`src/rtl/fifo_param.sv`:
```
// Synchronous FIFO with runtime almost-full/almost-empty thresholds, occupancy count,
// hysteretic pause output for producer back-pressure, and a sticky, clearable error flag.
module fifo_param #(
    parameter int BITNUMBER = 6,
    parameter int LENGTH    = 8
) (
    input  logic                    clk,
    input  logic                    reset,
    input  logic                    Fifo_wr,
    input  logic                    Fifo_rd,
    input  logic [BITNUMBER-1:0]    Fifo_Data_in,
    input  logic [$clog2(LENGTH):0] umbral_af,
    input  logic [$clog2(LENGTH):0] umbral_ae,
    input  logic                    error_clr,
    output logic [BITNUMBER-1:0]    Fifo_Data_out,
    output logic                    valid_read,
    output logic [$clog2(LENGTH):0] Fifo_count,
    output logic                    Fifo_full,
    output logic                    Fifo_empty,
    output logic                    almost_full,
    output logic                    almost_empty,
    output logic                    can_pop,
    output logic                    pause,
    output logic                    Fifo_wr_error,
    output logic                    Fifo_rd_error,
    output logic                    Fifo_error
);

    localparam int PTR_W = $clog2(LENGTH);
    localparam int CNT_W = PTR_W + 1;
    localparam logic [CNT_W-1:0] FULL_COUNT = CNT_W'(LENGTH);

    logic [BITNUMBER-1:0] mem [LENGTH];
    logic [PTR_W-1:0]     wr_ptr;
    logic [PTR_W-1:0]     rd_ptr;
    logic [CNT_W-1:0]     count;

    logic wr_accept;
    logic rd_accept;
    logic wr_reject;
    logic rd_reject;

    // A read frees a slot in the same cycle, so a full FIFO can still take a write alongside it.
    assign wr_accept = Fifo_wr && (!Fifo_full || Fifo_rd);
    assign rd_accept = Fifo_rd && !Fifo_empty;
    assign wr_reject = Fifo_wr && !wr_accept;
    assign rd_reject = Fifo_rd && !rd_accept;

    assign Fifo_count   = count;
    assign Fifo_full    = (count == FULL_COUNT);
    assign Fifo_empty   = (count == '0);
    assign almost_full  = (count >= umbral_af);
    assign almost_empty = (count <= umbral_ae);
    assign can_pop      = !Fifo_empty;

    // Storage is deliberately left out of reset; only pointers and count define contents.
    always_ff @(posedge clk) begin
        if (!reset && wr_accept) begin
            mem[wr_ptr] <= Fifo_Data_in;
        end
    end

    always_ff @(posedge clk) begin
        if (reset) begin
            wr_ptr        <= '0;
            rd_ptr        <= '0;
            count         <= '0;
            Fifo_Data_out <= '0;
            valid_read    <= 1'b0;
        end else begin
            valid_read <= rd_accept;
            if (wr_accept) begin
                wr_ptr <= wr_ptr + PTR_W'(1);
            end
            if (rd_accept) begin
                rd_ptr        <= rd_ptr + PTR_W'(1);
                Fifo_Data_out <= mem[rd_ptr];
            end
            case ({wr_accept, rd_accept})
                2'b10:   count <= count + CNT_W'(1);
                2'b01:   count <= count - CNT_W'(1);
                default: count <= count;
            endcase
        end
    end

    // Set term beats clear term so a fault in the same cycle as error_clr is never lost.
    always_ff @(posedge clk) begin
        if (reset) begin
            Fifo_wr_error <= 1'b0;
            Fifo_rd_error <= 1'b0;
            Fifo_error    <= 1'b0;
        end else begin
            Fifo_wr_error <= wr_reject;
            Fifo_rd_error <= rd_reject;
            if (wr_reject || rd_reject) begin
                Fifo_error <= 1'b1;
            end else if (error_clr) begin
                Fifo_error <= 1'b0;
            end
        end
    end

    // Hysteresis: assert at the almost-full level, release only once drained to almost-empty.
    always_ff @(posedge clk) begin
        if (reset) begin
            pause <= 1'b0;
        end else if (count >= umbral_af) begin
            pause <= 1'b1;
        end else if (count <= umbral_ae) begin
            pause <= 1'b0;
        end
    end

endmodule

```
`config.mk`:
```
export PLATFORM = sky130hd
export DESIGN_NAME = fifo_param
export DESIGN_NICKNAME = d
export VERILOG_FILES = /design/src/rtl/fifo_param.sv
export SDC_FILE = /design/constraint.sdc
export NUM_CORES = 1
export LEC_CHECK = 0
export CORE_MARGIN = 3
export CORE_UTILIZATION = 30
export CTS_CLUSTER_SIZE = 8
export DETAILED_ROUTE_END_ITERATION = 10
export GPL_TIMING_DRIVEN = 0
export PLACE_DENSITY = 0.57
export SLEW_MARGIN = 10
export SYNTH_ARGS = -nofsm -noshare
export SYNTH_HDL_FRONTEND = slang
export SYNTH_SLANG_ARGS = --single-unit
```
`constraint.sdc`:
```
create_clock -name clk -period 6.3 [get_ports clk]
set_clock_uncertainty 0.1 [all_clocks]
set_input_delay 1.26 -clock clk [delete_from_list [all_inputs] [get_ports clk]]
set_output_delay 1.26 -clock clk [all_outputs]
set_load 0.005 [all_outputs]
```
# Word-level counts from Yosys, hierarchy flattened
# Memories as Yosys holds them, arrays and structs flattened. A register that Yosys moved wholly into a read port is not among the register bits.
# Index checks and enable logic that the tools add are counted.
# op_classes
n_addsub,4
order_cmp,2
n_eq_ne,3
n_mux,7
reduce_logical,16
# op_table
op,count
case mux 4 bit (2 select lines),1
adder 3 x 1 -> 3 bit (second input constant),2
two-way mux 1 bit,6
nonzero test 2 bit,3
logical AND 1 bit,5
logical NOT 1 bit,5
adder 4 x 1 -> 4 bit (second input constant),1
equality test 4 bit (second input constant),1
greater-or-equal comparator 4 bit,1
less-or-equal comparator 4 bit,1
logical NOT 4 bit,1
subtractor 4 x 1 -> 4 bit (second input constant),1
equality test 2 x 1 -> 1 bit (second input constant),1
equality test 2 bit (second input constant),1
logical OR 1 bit,2
# totals
register_bits,15
mem_bits_rw,48
out_inout_bits,20
wordCells,41
memories,1
# mem_list
memory,words,width,rd,rd_ports_with_merged_regs,wr,line,source
mem,8,6,1,1,1,33,logic [BITNUMBER-1:0] mem [LENGTH];

# Depth between registers and ports, before layout
# depth
word_depth,8
depth_mapped,9
depth_no_buf,9

# Least setup slack after synthesis
# No wires, ideal clock.
# synth_path
kind,input-to-output
startpoint,input umbral_ae[2]
endpoint,output almost_empty
t_arrival_ps,1915
required_ps,4940
path_slack_ps,3025
stages,5
n_path_buf,0
path_cell_list,inv_1 > ha_1 > a21oi_1 > o221ai_1 > nand2_1
# synth_via
elab_chain_len,1
# synth_rtl
item,line,source
"start, declared",13,"input logic [$clog2(LENGTH):0] umbral_ae,"
less-or-equal comparator 4 bit,53,assign almost_empty = (count <= umbral_ae);
"end, declared",21,"output logic almost_empty,"
# No other way between the ends.

# Final worst setup path
# layout_path
startpoint,input umbral_af[0]
endpoint,output almost_full
# layout_via
elab_chain_len,1
# layout_rtl
item,line,source
"start, declared",12,"input logic [$clog2(LENGTH):0] umbral_af,"
greater-or-equal comparator 4 bit,52,assign almost_full = (count >= umbral_af);
"end, declared",20,"output logic almost_full,"
# No other way between the ends.

==> impl_summary.txt <==
----------------------------------------------------
[Floorplanning]
  Effective utilization at floorplan ... 31.09%
  Area of the core ... 9284 µm²
  Die span in x ... 104.1 µm
  Row count ... 35
  Vertical die dimension ... 104.1 µm
  Number of placed I/O pins ... 39
  Die Outline Area ... 10830 µm²

[Cells and area]
  Inserted Diodes ... 0
  Proportion of layout cells with a drive suffix above 1 ... a little over an eighth
  Growth of design area from synthesis to finish ... 25.27%
  FILL cells ... 915
  Post-route design area ... about 3600 µm²
  Number of nets in the finished design ... 281

[Placement]
  Cell area reported after detailed placement ... 3418 µm²
  Number of buffers inserted by port buffering ... 37
  Detail Placement HPWL ... 3994 µm
  Gp weighted congestion ... around 0.75

[Synthesis]
  Synth cell count leaders ... sky130_fd_sc_hd__edfxtp_1, sky130_fd_sc_hd__dfxtp_1, sky130_fd_sc_hd__nor2_1
  Top_reg_cell synth ... sky130_fd_sc_hd__edfxtp_1
  Synth Cell Area ... a little under 3000 µm²
  Biggest area contributors in the synthesized netlist ... sky130_fd_sc_hd__edfxtp_1, sky130_fd_sc_hd__dfxtp_1, sky130_fd_sc_hd__mux4_2, sky130_fd_sc_hd__ha_1, sky130_fd_sc_hd__nor3_1
  Proportion of netlist area held by the largest area contributor ... 49.93%
  Syn_nets ... 233
  Yosys warning total ... 0
  Mean instance size in the synthesized netlist ... 14.43 µm²
  Cell type with the largest total area after synthesis ... sky130_fd_sc_hd__edfxtp_1
  Portion of the post-synthesis area used by sequential elements ... roughly 64%
  Distinct cell type count after synthesis ... 35
  Synth async-reset ratio ... 0%
  #FFs+latches synth ... 69
  Number of flops mapped to enable cells by yosys ... 48
  Cell with the most instances after synthesis ... sky130_fd_sc_hd__edfxtp_1
  Number of instances in the synthesized netlist ... 200

[Routing]
  Initial drt markers ... 61
  ANT nets after route ... 0
  Remaining design rule violation count ... 0
  Avg Vias per Cell ... 4.484
  Total number of vias ... 1713
  WL per Instance ... roughly 15 µm
  Length of the first detailed-routing pass in iterations ... 4
  Total length of routed wires ... 5724 µm

[Critical path]
  R2r setup slk ... between 3000 and 4000 ps
  End of the worst register-to-register path ... Fifo_count[3]
  CP Launch Type ... input port
  Reg-to-Reg Start ... Fifo_count[3]
  Source of the critical timing path ... umbral_af[0]
  Maximum fanout encountered on the critical timing path ... 2
  CP required ... ~5000 ps
  Critical path capture point type ... output port
  Destination of the critical timing path ... almost_full
  WP data arrival ... a little under 3000 ps
  Path type of the worst setup path ... input port to output port
  Count of cells along the worst register-to-register path ... 8

[Clock tree]
  Clock latency of the later-clocked register in the worst-skew pair ... 330 ps
  CTS-repair resized insts ... 0
  Sink count of the clock tree ... 69
  Post-CTS clock slew at the launch and capture registers of the worst setup and hold paths ... 80 ps
  Htree depth ... 3
  Maximum count of clock buffers along a single path ... 2
  Clock root buffer master ... sky130_fd_sc_hd__clkbuf_8
  Post-CTS setup buffer count ... 0
  CTS tree ... done
  Number of hold-repair buffers added at the cts stage ... 0
  Number of buffers inserted during clock tree synthesis ... 9

[STA]
  Number of slew-limit violations in the final report ... 0
  Final hold viol count ... 0
  Setup repair after global routing missed its margin ... no
  Final clock period utilization by the worst path ... 68.79%
  Setup TNS ... 0 ps
  Worst max-slew margin expressed relative to the limit ... a little under a quarter
  Transition time of the tightest slew-check pin ... around 1100 ps
  Fmax ... ~230 MHz
  Post-layout min period ... 4334 ps
  Total of endpoints with negative setup slack in the final report ... 0

[Global route]
  Number of global-route vias before repair ... 1692
  First-pass GRT wire length ... 9183 µm
  Maximum number of pins on one net before global-route repair ... 14
  Overall track demand over capacity in global routing ... 11.12%
  GR Overflow Total ... 0
  Antenna violations before repair ... 0

[Run status]
  Run status ... complete, no violations

[Flow run]
  Number of maximum-capacitance constraint violations ... 0

[Pwr]
  Leakage power ... roughly 1.3 nW
  Largest voltage drop on the vdd net ... between 100 and 150 µV
  Areal power density over the cells ... 351.9 nW/µm²

[Worst hold path]
  Cell count of the worst hold path ... 2
  Classification of the worst-slack hold path ... flip-flop to flip-flop

----------------------------------------------------
-- flip-flops by register name (all words and copies together) (netlist names) --
signal,flops
mem,48
Fifo_wr_error,1
Fifo_rd_error,1
rd_ptr,3
wr_ptr,3
valid_read,1
pause,1
Fifo_Data_out,6
Fifo_error,1
Fifo_count,4
-- report_power, final --
group,switching [mW],internal [mW]
registers,0.0412,0.529
clock network,0.166,0.184
logic,0.156,0.197
-- cells by family (layout without fill, tap and decap cells) --
| logic type | count (synthesis) | in the layout | synth area share, % |
|---|---|---|---|
| multiplexers | 15 | 15 | 10.40 |
| AO/OA/AOI/OAI | 24 | 24 | 5.506 |
| AND/OR/NAND/NOR | 53 | 53 | 9.146 |
| buffers and inverters | 21 | 74 | 2.904 |
| adder cells (fa/ha/maj) | 14 | 14 | 6.329 |
| flip-flops | 69 | 69 | 64.50 |
| XOR/XNOR | 4 | 4 | 1.214 |
-- worst min-delay path by stage --
stage / start / end / slack [ps]
2_1_floorplan: wr_ptr[0] / wr_ptr[0] / 360
3_3_place_gp: Fifo_Data_out[0] / Fifo_Data_out[0] / 380
3_5_place_dp: Fifo_Data_out[0] / Fifo_Data_out[0] / 380
4_1_cts: Fifo_Data_out[0] / Fifo_Data_out[0] / 400
5_1_grt: Fifo_Data_out[0] / Fifo_Data_out[0] / 420
6_report: Fifo_Data_out[0] / Fifo_Data_out[0] / 390
-- critical path, cell delays in order --
cell and delay, ps:
sky130_fd_sc_hd__clkdlybuf4s50_1 410, sky130_fd_sc_hd__ha_1 270, sky130_fd_sc_hd__nand2b_1 90, sky130_fd_sc_hd__a21oi_1 70
sky130_fd_sc_hd__o21ai_0 310, sky130_fd_sc_hd__clkdlybuf4s50_1 570
-- placed cells by master (no fill, tap or decap), drive strengths merged, types with 3 or more instances in the layout --
cell,n
o22ai,6
clkinv,4
mux2i,3
inv,17
dfxtp,21
mux4,12
buf,3
nor2,17
edfxtp,48
xor2,3
clkbuf,11
clkdlybuf4s50,37
ha,13
a21oi,10
nand2,6
and3,4
nor3,14
-- per-layer routing --
layer | track usage (%) | vias to the layer above | wire [µm]
met3 | 3.662 | 5 | 289
li1 | - | 851 | -
met4 | 4.274 | 0 | 68
met1 | 14.53 | 828 | 2589
met5 | 0 | - | 0
met2 | 17.18 | 29 | 2776
-- stage by stage --
step           instances  hold slack [ps]  total power, mW  setup slack, ps  utilization [%]
6_report             382            391.3            1.273             1966            38.95
5_1_grt              382            416.6            1.359             1875            38.95
4_1_cts              382            397.0            1.293             1938            38.95
3_5_place_dp         366            381.5           0.9390             1952            36.82
3_3_place_gp         366            379.6           0.9323             1944            36.82
2_1_floorplan        200            362.4           0.7653             3025                -
-- cell type report --
class	instances	area (µm²)	area share, %
Inverter	16	60.06	1.661
Multi-Input combinational cell	110	940.9	26.02
Clock inverter	7	73.82	2.042
Buffer	5	23.77	0.6574
Timing Repair Buffer	37	370.4	10.24
Clock buffer	9	123.9	3.426
Sequential cell	69	1862	51.49
Tap cell	129	161.4	4.464
Power figures use the tool's default switching activity.
